<file path="src/rtl/alu_issue_if.sv">
// alu_issue_if: instruction-in / ALU-op-out bundle for alu_issue
interface alu_issue_if #(
  parameter int DATA_WIDTH = 32,
  parameter int CTRL_WIDTH = 5,
  parameter int SHAMT_WIDTH = 5
);
  logic in_valid, in_ready;
  logic [5:0] opcode, funct;
  logic [4:0] rs_addr, rt_addr;
  logic [DATA_WIDTH-1:0] rs_data, rt_data;
  logic [15:0] imm;
  logic [SHAMT_WIDTH-1:0] shamt_in;
  logic fwd_we;
  logic [4:0] fwd_addr;
  logic [DATA_WIDTH-1:0] fwd_data;
  logic flush, out_ready, out_valid;
  logic [2*DATA_WIDTH-1:0] dataIn;
  logic [CTRL_WIDTH-1:0] ctrl;
  logic [SHAMT_WIDTH-1:0] shamt;
  logic en_n, illegal;
  modport slave (
    input in_valid, opcode, funct, rs_addr, rt_addr, rs_data, rt_data, imm, shamt_in,
          fwd_we, fwd_addr, fwd_data, flush, out_ready,
    output in_ready, out_valid, dataIn, ctrl, shamt, en_n, illegal
  );
  modport master (
    output in_valid, opcode, funct, rs_addr, rt_addr, rs_data, rt_data, imm, shamt_in,
           fwd_we, fwd_addr, fwd_data, flush, out_ready,
    input in_ready, out_valid, dataIn, ctrl, shamt, en_n, illegal
  );
endinterface

</file>
<file path="src/rtl/alu_issue.sv">
// alu_issue: MIPS ALU-op decode with writeback bypass and a two-entry (main + skid) issue buffer
module alu_issue #(
  parameter int DATA_WIDTH = 32,
  parameter int CTRL_WIDTH = 5,
  parameter int SHAMT_WIDTH = 5
) (
  input logic clk,
  input logic rst_n,
  alu_issue_if.slave bus
);
  typedef struct packed {
    logic [2*DATA_WIDTH-1:0] d;
    logic [CTRL_WIDTH-1:0] c;
    logic [SHAMT_WIDTH-1:0] s;
  } ent_t;
  logic [DATA_WIDTH-1:0] rs_v, rt_v, imm_x, b;
  logic [3:0] code;
  logic legal, shift, br, use_imm, sx;
  ent_t nxt, main_q, main_d, skid_q, skid_d;
  logic main_v_q, main_v_d, skid_v_q, skid_v_d, in_ready_q, illegal_q, acc, push, drain;
  assign rs_v = bus.rs_addr == 5'd0 ? '0 :
                (bus.fwd_we && bus.fwd_addr == bus.rs_addr) ? bus.fwd_data : bus.rs_data;
  assign rt_v = bus.rt_addr == 5'd0 ? '0 :
                (bus.fwd_we && bus.fwd_addr == bus.rt_addr) ? bus.fwd_data : bus.rt_data;
  always_comb begin
    legal = 1'b1;
    code = 4'd0;
    shift = 1'b0;
    br = 1'b0;
    use_imm = 1'b0;
    sx = 1'b0;
    case (bus.opcode)
      6'h00: case (bus.funct)
        6'h24: code = 4'd0;
        6'h25: code = 4'd1;
        6'h27: code = 4'd2;
        6'h26: code = 4'd3;
        6'h20, 6'h21: code = 4'd4;
        6'h22, 6'h23: code = 4'd5;
        6'h18: code = 4'd6;
        6'h2A: code = 4'd7;
        6'h02: begin code = 4'd8; shift = 1'b1; end
        6'h00: begin code = 4'd9; shift = 1'b1; end
        6'h03: begin code = 4'hA; shift = 1'b1; end
        default: legal = 1'b0;
      endcase
      6'h01: begin br = 1'b1; code = bus.rt_addr[0] ? 4'hD : 4'hB; legal = bus.rt_addr[4:1] == 4'd0; end
      6'h06: begin br = 1'b1; code = 4'hC; end
      6'h07: begin br = 1'b1; code = 4'hE; end
      6'h08: begin use_imm = 1'b1; sx = 1'b1; code = 4'd4; end
      6'h0A: begin use_imm = 1'b1; sx = 1'b1; code = 4'd7; end
      6'h0C: begin use_imm = 1'b1; code = 4'd0; end
      6'h0D: begin use_imm = 1'b1; code = 4'd1; end
      6'h0E: begin use_imm = 1'b1; code = 4'd3; end
      default: legal = 1'b0;
    endcase
  end
  assign imm_x = {{(DATA_WIDTH-16){sx & bus.imm[15]}}, bus.imm};
  assign b = br ? rs_v : (use_imm ? imm_x : rt_v);
  assign nxt = '{d: {(shift | br) ? {DATA_WIDTH{1'b0}} : rs_v, b},
                 c: CTRL_WIDTH'(code),
                 s: shift ? bus.shamt_in : '0};
  assign acc = bus.in_valid & in_ready_q & ~bus.flush;
  assign push = acc & legal;
  assign drain = main_v_q & bus.out_ready;
  // skid only fills while main is stuck; a draining main takes the skid entry first
  always_comb begin
    main_d = main_q;
    main_v_d = main_v_q;
    skid_d = skid_q;
    skid_v_d = skid_v_q;
    if (bus.flush) begin
      main_v_d = 1'b0;
      skid_v_d = 1'b0;
    end else if (!main_v_q || drain) begin
      main_v_d = skid_v_q | push;
      main_d = skid_v_q ? skid_q : (push ? nxt : main_q);
      skid_v_d = 1'b0;
    end else if (push) begin
      skid_v_d = 1'b1;
      skid_d = nxt;
    end
  end
  always_ff @(posedge clk or negedge rst_n)
    if (!rst_n) begin
      main_q <= '0;
      skid_q <= '0;
      main_v_q <= 1'b0;
      skid_v_q <= 1'b0;
      in_ready_q <= 1'b1;
      illegal_q <= 1'b0;
    end else begin
      main_q <= main_d;
      skid_q <= skid_d;
      main_v_q <= main_v_d;
      skid_v_q <= skid_v_d;
      in_ready_q <= ~skid_v_d;
      illegal_q <= acc & ~legal;
    end
  assign bus.in_ready = in_ready_q;
  assign bus.out_valid = main_v_q;
  assign bus.dataIn = main_q.d;
  assign bus.ctrl = main_q.c;
  assign bus.shamt = main_q.s;
  assign bus.en_n = ~main_v_q;
  assign bus.illegal = illegal_q;
endmodule

</file>
<file path="src/flat_wrapper.sv">
// flat-port wrapper written by rule: the top's interface ports become plain ports
module alu_issue_flat 
#(
  parameter int DATA_WIDTH = 32,
  parameter int CTRL_WIDTH = 5,
  parameter int SHAMT_WIDTH = 5
)
  (clk, rst_n, bus_in_valid, bus_opcode, bus_funct, bus_rs_addr, bus_rt_addr, bus_rs_data, bus_rt_data, bus_imm, bus_shamt_in, bus_fwd_we, bus_fwd_addr, bus_fwd_data, bus_flush, bus_out_ready, bus_in_ready, bus_out_valid, bus_dataIn, bus_ctrl, bus_shamt, bus_en_n, bus_illegal);
  alu_issue_if #(.DATA_WIDTH(DATA_WIDTH), .CTRL_WIDTH(CTRL_WIDTH), .SHAMT_WIDTH(SHAMT_WIDTH)) bus_i ();
  input logic clk;
  input logic rst_n;
  input wire logic [$bits(bus_i.in_valid)-1:0] bus_in_valid;
  input wire logic [$bits(bus_i.opcode)-1:0] bus_opcode;
  input wire logic [$bits(bus_i.funct)-1:0] bus_funct;
  input wire logic [$bits(bus_i.rs_addr)-1:0] bus_rs_addr;
  input wire logic [$bits(bus_i.rt_addr)-1:0] bus_rt_addr;
  input wire logic [$bits(bus_i.rs_data)-1:0] bus_rs_data;
  input wire logic [$bits(bus_i.rt_data)-1:0] bus_rt_data;
  input wire logic [$bits(bus_i.imm)-1:0] bus_imm;
  input wire logic [$bits(bus_i.shamt_in)-1:0] bus_shamt_in;
  input wire logic [$bits(bus_i.fwd_we)-1:0] bus_fwd_we;
  input wire logic [$bits(bus_i.fwd_addr)-1:0] bus_fwd_addr;
  input wire logic [$bits(bus_i.fwd_data)-1:0] bus_fwd_data;
  input wire logic [$bits(bus_i.flush)-1:0] bus_flush;
  input wire logic [$bits(bus_i.out_ready)-1:0] bus_out_ready;
  output wire logic [$bits(bus_i.in_ready)-1:0] bus_in_ready;
  output wire logic [$bits(bus_i.out_valid)-1:0] bus_out_valid;
  output wire logic [$bits(bus_i.dataIn)-1:0] bus_dataIn;
  output wire logic [$bits(bus_i.ctrl)-1:0] bus_ctrl;
  output wire logic [$bits(bus_i.shamt)-1:0] bus_shamt;
  output wire logic [$bits(bus_i.en_n)-1:0] bus_en_n;
  output wire logic [$bits(bus_i.illegal)-1:0] bus_illegal;
  assign bus_i.in_valid = bus_in_valid;
  assign bus_i.opcode = bus_opcode;
  assign bus_i.funct = bus_funct;
  assign bus_i.rs_addr = bus_rs_addr;
  assign bus_i.rt_addr = bus_rt_addr;
  assign bus_i.rs_data = bus_rs_data;
  assign bus_i.rt_data = bus_rt_data;
  assign bus_i.imm = bus_imm;
  assign bus_i.shamt_in = bus_shamt_in;
  assign bus_i.fwd_we = bus_fwd_we;
  assign bus_i.fwd_addr = bus_fwd_addr;
  assign bus_i.fwd_data = bus_fwd_data;
  assign bus_i.flush = bus_flush;
  assign bus_i.out_ready = bus_out_ready;
  assign bus_in_ready = bus_i.in_ready;
  assign bus_out_valid = bus_i.out_valid;
  assign bus_dataIn = bus_i.dataIn;
  assign bus_ctrl = bus_i.ctrl;
  assign bus_shamt = bus_i.shamt;
  assign bus_en_n = bus_i.en_n;
  assign bus_illegal = bus_i.illegal;
  alu_issue #(.DATA_WIDTH(DATA_WIDTH), .CTRL_WIDTH(CTRL_WIDTH), .SHAMT_WIDTH(SHAMT_WIDTH)) u_core (.clk(clk), .rst_n(rst_n), .bus(bus_i));
endmodule
</file>
<file path="config.mk">
export PLATFORM = sky130hd
export DESIGN_NAME = alu_issue_flat
export DESIGN_NICKNAME = d
export VERILOG_FILES = /design/src/rtl/alu_issue_if.sv /design/src/rtl/alu_issue.sv /design/src/flat_wrapper.sv
export SDC_FILE = /design/constraint.sdc
export NUM_CORES = 1
export LEC_CHECK = 0
export CAP_MARGIN = 10
export CELL_PAD_IN_SITES_DETAIL_PLACEMENT = 0
export CELL_PAD_IN_SITES_GLOBAL_PLACEMENT = 1
export CORE_UTILIZATION = 35
export CTS_CLUSTER_DIAMETER = 80
export DETAILED_ROUTE_END_ITERATION = 8
export PLACE_DENSITY = 0.76
export SYNTH_ARGS = -nofsm -noshare
export SYNTH_HDL_FRONTEND = slang
export SYNTH_SLANG_ARGS = --single-unit
</file>
<file path="constraint.sdc">
create_clock -name clk -period 2.08 [get_ports clk]
set_input_delay 0.416 -clock clk [delete_from_list [all_inputs] [get_ports clk]]
set_output_delay 0.416 -clock clk [all_outputs]
set_load 0.1 [all_outputs]
</file>
* Yosys cells after proc, flatten, opt, wreduce, memory -nomap -nowiden *
Index checks and enable logic that the tools add are counted.

operators by class
  multiplexer cells = 25
  $lt $le $gt $ge = 0
  shift-type cells = 0
  add/sub/neg operators = 0
  reduce and logical (&&, ||, !) cells = 21
  div/mod/pow operators = 0
  equality and inequality tests = 22
  multiply operators = 0
  bitwise operators = 13

operators by type and width
  operator                                                               count
  32-bit two-way mux                                                     7
  74-bit two-way mux                                                     2
  6-bit equality test, second input constant                             9
  4-bit one-hot mux with 10 select lines                                 1
  4-bit one-hot mux with 8 select lines                                  1
  6-bit by 4-bit equality test with 1-bit output, second input constant  5
  13-bit OR reduction                                                    1
  6-bit by 2-bit equality test with 1-bit output, second input constant  2
  6-bit by 3-bit equality test with 1-bit output, second input constant  2
  6-bit zero test                                                        2
  1-bit two-way mux                                                      11
  5-bit equality test                                                    2
  5-bit zero test                                                        2
  7-bit OR reduction                                                     1
  1-bit bitwise AND                                                      6
  6-bit by 1-bit equality test with 1-bit output, second input constant  1
  6-bit by 5-bit equality test with 1-bit output, second input constant  1
  3-bit AND reduction                                                    2
  2-bit OR reduction                                                     3
  3-bit OR reduction                                                     2
  5-bit two-way mux                                                      1
  1-bit inverter                                                         5
  5-bit OR reduction                                                     1
  4-bit zero test                                                        1
  7 further kinds                                                        10

word-level totals
  bits of input ports = 150
  bits in latches = 0
  bits in registers = 151
  output and inout port bits = 78
  memory bits (read-only) = 0
  memories kept = 0
  logic and storage cells = 91
  bits in writable memories = 0

* Depth between registers and ports, before layout *
  word-level depth = 9
  depth in mapped cells = 9
  gate-level depth less buffers = 6

* Worst setup path before layout *
No wires, ideal clock.

  path kind = input-to-reg
  start point = input bus_rt_addr[2]
  end point = register u_core.skid_q[58] in the netlist's numbering
  path buffers = 2
  library setup time = 0.135 ns
  arrival = 2.410 ns
  stages = 8
  path slack = -0.465 ns
  path through = or4_1 a2111o_1 a21o_1 a311o_1 clkbuf_1 clkbuf_1 nand2_1 o31ai_1

on the way
  word-level cells in the longest chain between the ends = 4

ends and longest elaborated chain
  element                                line                text
  from (decl)                            flat_wrapper.sv:16  input wire logic [$bits(bus_i.rt_addr)-1:0] bus_rt_addr;
  4-bit zero test                        alu_issue.sv:47     6'h01: begin br = 1'b1; code = bus.rt_addr[0] ? 4'hD : 4'hB; legal = bus.rt_addr[4:1] == 4'd0; end
  1-bit one-hot mux with 3 select lines  alu_issue.sv:32     case (bus.opcode)
  1-bit bitwise AND                      alu_issue.sv:64     assign push = acc & legal;
  3-bit AND reduction (no source line)   -
  to (signal assigned)                   alu_issue.sv:94     skid_q <= skid_d;
  to (decl)                              alu_issue.sv:19     ent_t nxt, main_q, main_d, skid_q, skid_d;

Every way passes these cells.
A chain may end at the register's enable or synchronous reset.

* Final worst setup path *
  start point = input bus_rt_addr[2]
  end point = register u_core.skid_q[60] in the netlist's numbering

Same word-level chain as after synthesis.

==> metrics.md <==
| Metric | Value |
|---|---|
| Crit Reg-Reg Endpoint | `u_core.bus.dataIn[58]$_DFFE_PN0P_` |
| Failing checks | `negative setup slack` |
| Top-area cell type share of the netlist area | `42.71%` |
| Synth Area per Inst | `8.402 um2` |
| Post-detail-place hpwl | `23370 um` |
| Core area | `0.02439 mm2` |
| Vias in the first global route | `9822` |
| Worst path required time | `2420 ps` |
| Min Tclk post-route | `2345 ps` |
| First-pass GRT wire length | `56740 um` |
| CTS H-tree lvls | `4` |
| Post-synthesis register bit count | `150` |
| Max_slew headroom | `62.32%` |
| Number of enable flip-flop cells after synthesis | `0` |
| Reg clk slew, reported paths | `70 ps` |
| Initial antenna violation count | `2` |
| Total iterations of the first detailed-routing run | `5` |
| I/O Pins | `228` |
| Dpl cell area | `0.01235 mm2` |
| Post-synth top flop | `dfrtp_1` |
| Seq/Total Area, Yosys | `43.01%` |
| Yosys Warn Count | `0` |
| DR vias/cell | `5.733` |
| VDD IR-drop max | `0.0005503 V` |
| FP Rows | `57` |
| Die Y-Extent | `159.9 um` |
| # Max-Cap Violations | `0` |
| Initial Util | `35.79%` |
| Final-report setup violation count | `141` |
| Mapped Cells | `1039` |
| CTS buffer count | `17` |
| Slew Viols, Final | `0` |
| Power consumption | `11.15 mW` |
| WS Path Type | `input pin to register` |
| DR top layer | `met4` |
| Crit path max fanout | `7` |
| Clock skew | `13.38 ps` |
| Commonest non-fill, non-tap cells in the layout | `buf_4, dfrtp_1, nand2_1` |
| Metal-1 WL | `16520 um` |
| Fill count | `2062` |
| DP Worst Slack | `-965.1 ps` |
| Met3 Wirelength | `2656 um` |
| Asr flop ratio synth | `100.0%` |
| WP data arrival | `2690 ps` |
| Placed Cells | `1645` |
| Post-Syn Area | `0.008730 mm2` |
| Via count | `9959` |
| Fraction of layout cells with a size suffix above 1 | `38.98%` |
| Antenna-violating nets left | `0` |
| Yosys cell types | `53` |
| Initial DRC Count | `854` |
| Reg2Reg Setup Slack | `-10 ps` |
| Status | `finished, violations left` |
| Fmax | `426.4 MHz` |
| Final core occ | `62.58%` |
| Crit path from | `bus_rt_addr[2]` |
| Clock Latency Late Sink | `440 ps` |
| Worst slew pin tran | `565.2 ps` |
| Crit share post-route | `112.7%` |
| Worst r2r path cells | `9` |
| RSZ-0062 raised after global routing | `true` |
| RR Startpoint | `u_core.bus.in_ready$_DFF_PN1_` |
| PwrDens | `730.6 mW/mm2` |
| Nets | `1548` |
| GP Congestion | `0.8606` |
| Leak pwr | `6.609 nW` |
| Worst setup EP type | `register` |
| Largest net degree at the start of global routing | `53` |
| Post-route DRC | `0` |
| Gr ovfl total | `0` |
| Area leader, netlist | `dfrtp_1` |
| Metal2 WL | `17480 um` |
| Most common cell after layout, fill and taps aside | `buf_4` |
| Clock sink count | `150` |
| Setup WS post-layout | `-265.1 ps` |
| Global-route usage over all layers | `28.67%` |
| Non-filler cells, final | `1737` |
| Full die area | `0.02558 mm2` |
| Synth top area cells | `dfrtp_1, nand2_1, o21ai_0` |
| P&R area growth vs syn | `74.86%` |
| Wire length per cell | `21.75 um` |
| Die Width | `159.9 um` |
| Clk buf depth | `2` |
| CP startpoint kind | `input pin` |
| Root buffer cell | `clkbuf_16` |
| CTS tree | `done` |
| Routed wire length | `37770 um` |
| Post-route cell area | `0.01526 mm2` |
| Syn Nets | `1189` |
| Hold slack | `457.5 ps` |
| Final Hold Viols | `0` |
| Port Buffers | `226` |
| Worst hold path class | `input pin to asynchronous set/reset pin` |
| Setup TNS | `-20980 ps` |
[state kept, by name, indices dropped and copies added (netlist names)]
| signal | count |
|---|---|
| u_core.bus.in_ready | 1 |
| u_core.bus.illegal | 1 |
| u_core.skid_q | 73 |
| u_core.bus.ctrl | 4 |
| u_core.skid_v_q | 1 |
| u_core.bus.shamt | 5 |
| u_core.bus.dataIn | 64 |
| u_core.bus.out_valid | 1 |
[cell type report]
class | instances | area [um2] | area share, %
sequential | 150 | 3759 | 24.62
inverter | 8 | 30.03 | 0.1967
timing repair buffer | 438 | 4742 | 31.07
multi-input combinational | 783 | 5759 | 37.73
antenna | 2 | 5.005 | 0.03279
clock buffer | 17 | 425.4 | 2.787
clock inverter | 15 | 138.9 | 0.9098
tap | 324 | 405.4 | 2.656
[synthesized netlist by cell type, drive strengths merged, types with 4 or more instances]
| library cell | n |
|---|---|
| nand3 | 49 |
| inv | 7 |
| a21o | 19 |
| mux2 | 6 |
| buf | 12 |
| nor2b | 19 |
| o21a | 32 |
| mux2i | 16 |
| nand2 | 177 |
| a21oi | 87 |
| o31a | 17 |
| o31ai | 49 |
| nand2b | 6 |
| a211oi | 34 |
| a31oi | 5 |
| o21ai | 116 |
| dfrtp | 149 |
| xnor2 | 11 |
| clkbuf | 88 |
| nand4 | 20 |
| o22ai | 16 |
| nand3b | 4 |
| o211ai | 32 |
| nor2 | 29 |
[worst max path at each step]
stage | to | slack, ps | depth (start not counted)
floorplan | u_core.skid_q[56]$_DFFE_PN0P_ | -310 | 8
global placement | u_core.skid_q[20]$_DFFE_PN0P_ | -900 | 9
detailed placement | u_core.skid_q[32]$_DFFE_PN0P_ | -970 | 8
CTS | u_core.skid_q[20]$_DFFE_PN0P_ | -270 | 10
global route | u_core.skid_q[20]$_DFFE_PN0P_ | -320 | 10
finish | u_core.skid_q[60]$_DFFE_PN0P_ | -270 | 9
[report_power, final]
part / internal, mW / total (mW) / switching, mW
sequential: 3.24 / 3.47 / 0.228
combinational: 1.26 / 4.63 / 3.37
clock: 1.58 / 3.05 / 1.47
[logic make-up (layout without fill, tap and decap cells)]
logic type      after synthesis  in the layout  share of synthesized area, %
compound gates              420            422                         31.15
simple gates                327            327                         17.07
flops                       150            150                         43.01
buf+inv                     108            478                         5.016
mux                          22             22                         2.608
xor+xnor                     11             11                         1.104
other cells                   1              3                       0.04296
[worst max-delay path, cell delays in order]
cell      delay (ps)
buf_6             90
or4_4            530
a2111o_1         370
a21o_1           170
a311o_2          480
buf_12           180
buf_16           140
buf_8            120
o31ai_2          160
[metal layers]
layer	vias to the layer above	track usage (%)
met3	68	6.571
met2	437	43.26
li1	4561	-
met4	0	11.00
met5	-	0
met1	4893	39.79
[timing repair]
| item | CTS | global route |
|---|---|---|
| setup endpoints to repair | 149 | 149 |
| setup buffers | 24 | 4 |
| gates cloned | 24 | 7 |
| pin swaps | 51 | 30 |
| gates resized for setup | 227 | 162 |
| endpoints found under the hold margin | 37 | 0 |
| hold buffers | 1 | 0 |
(Power assumes the default switching activity.)
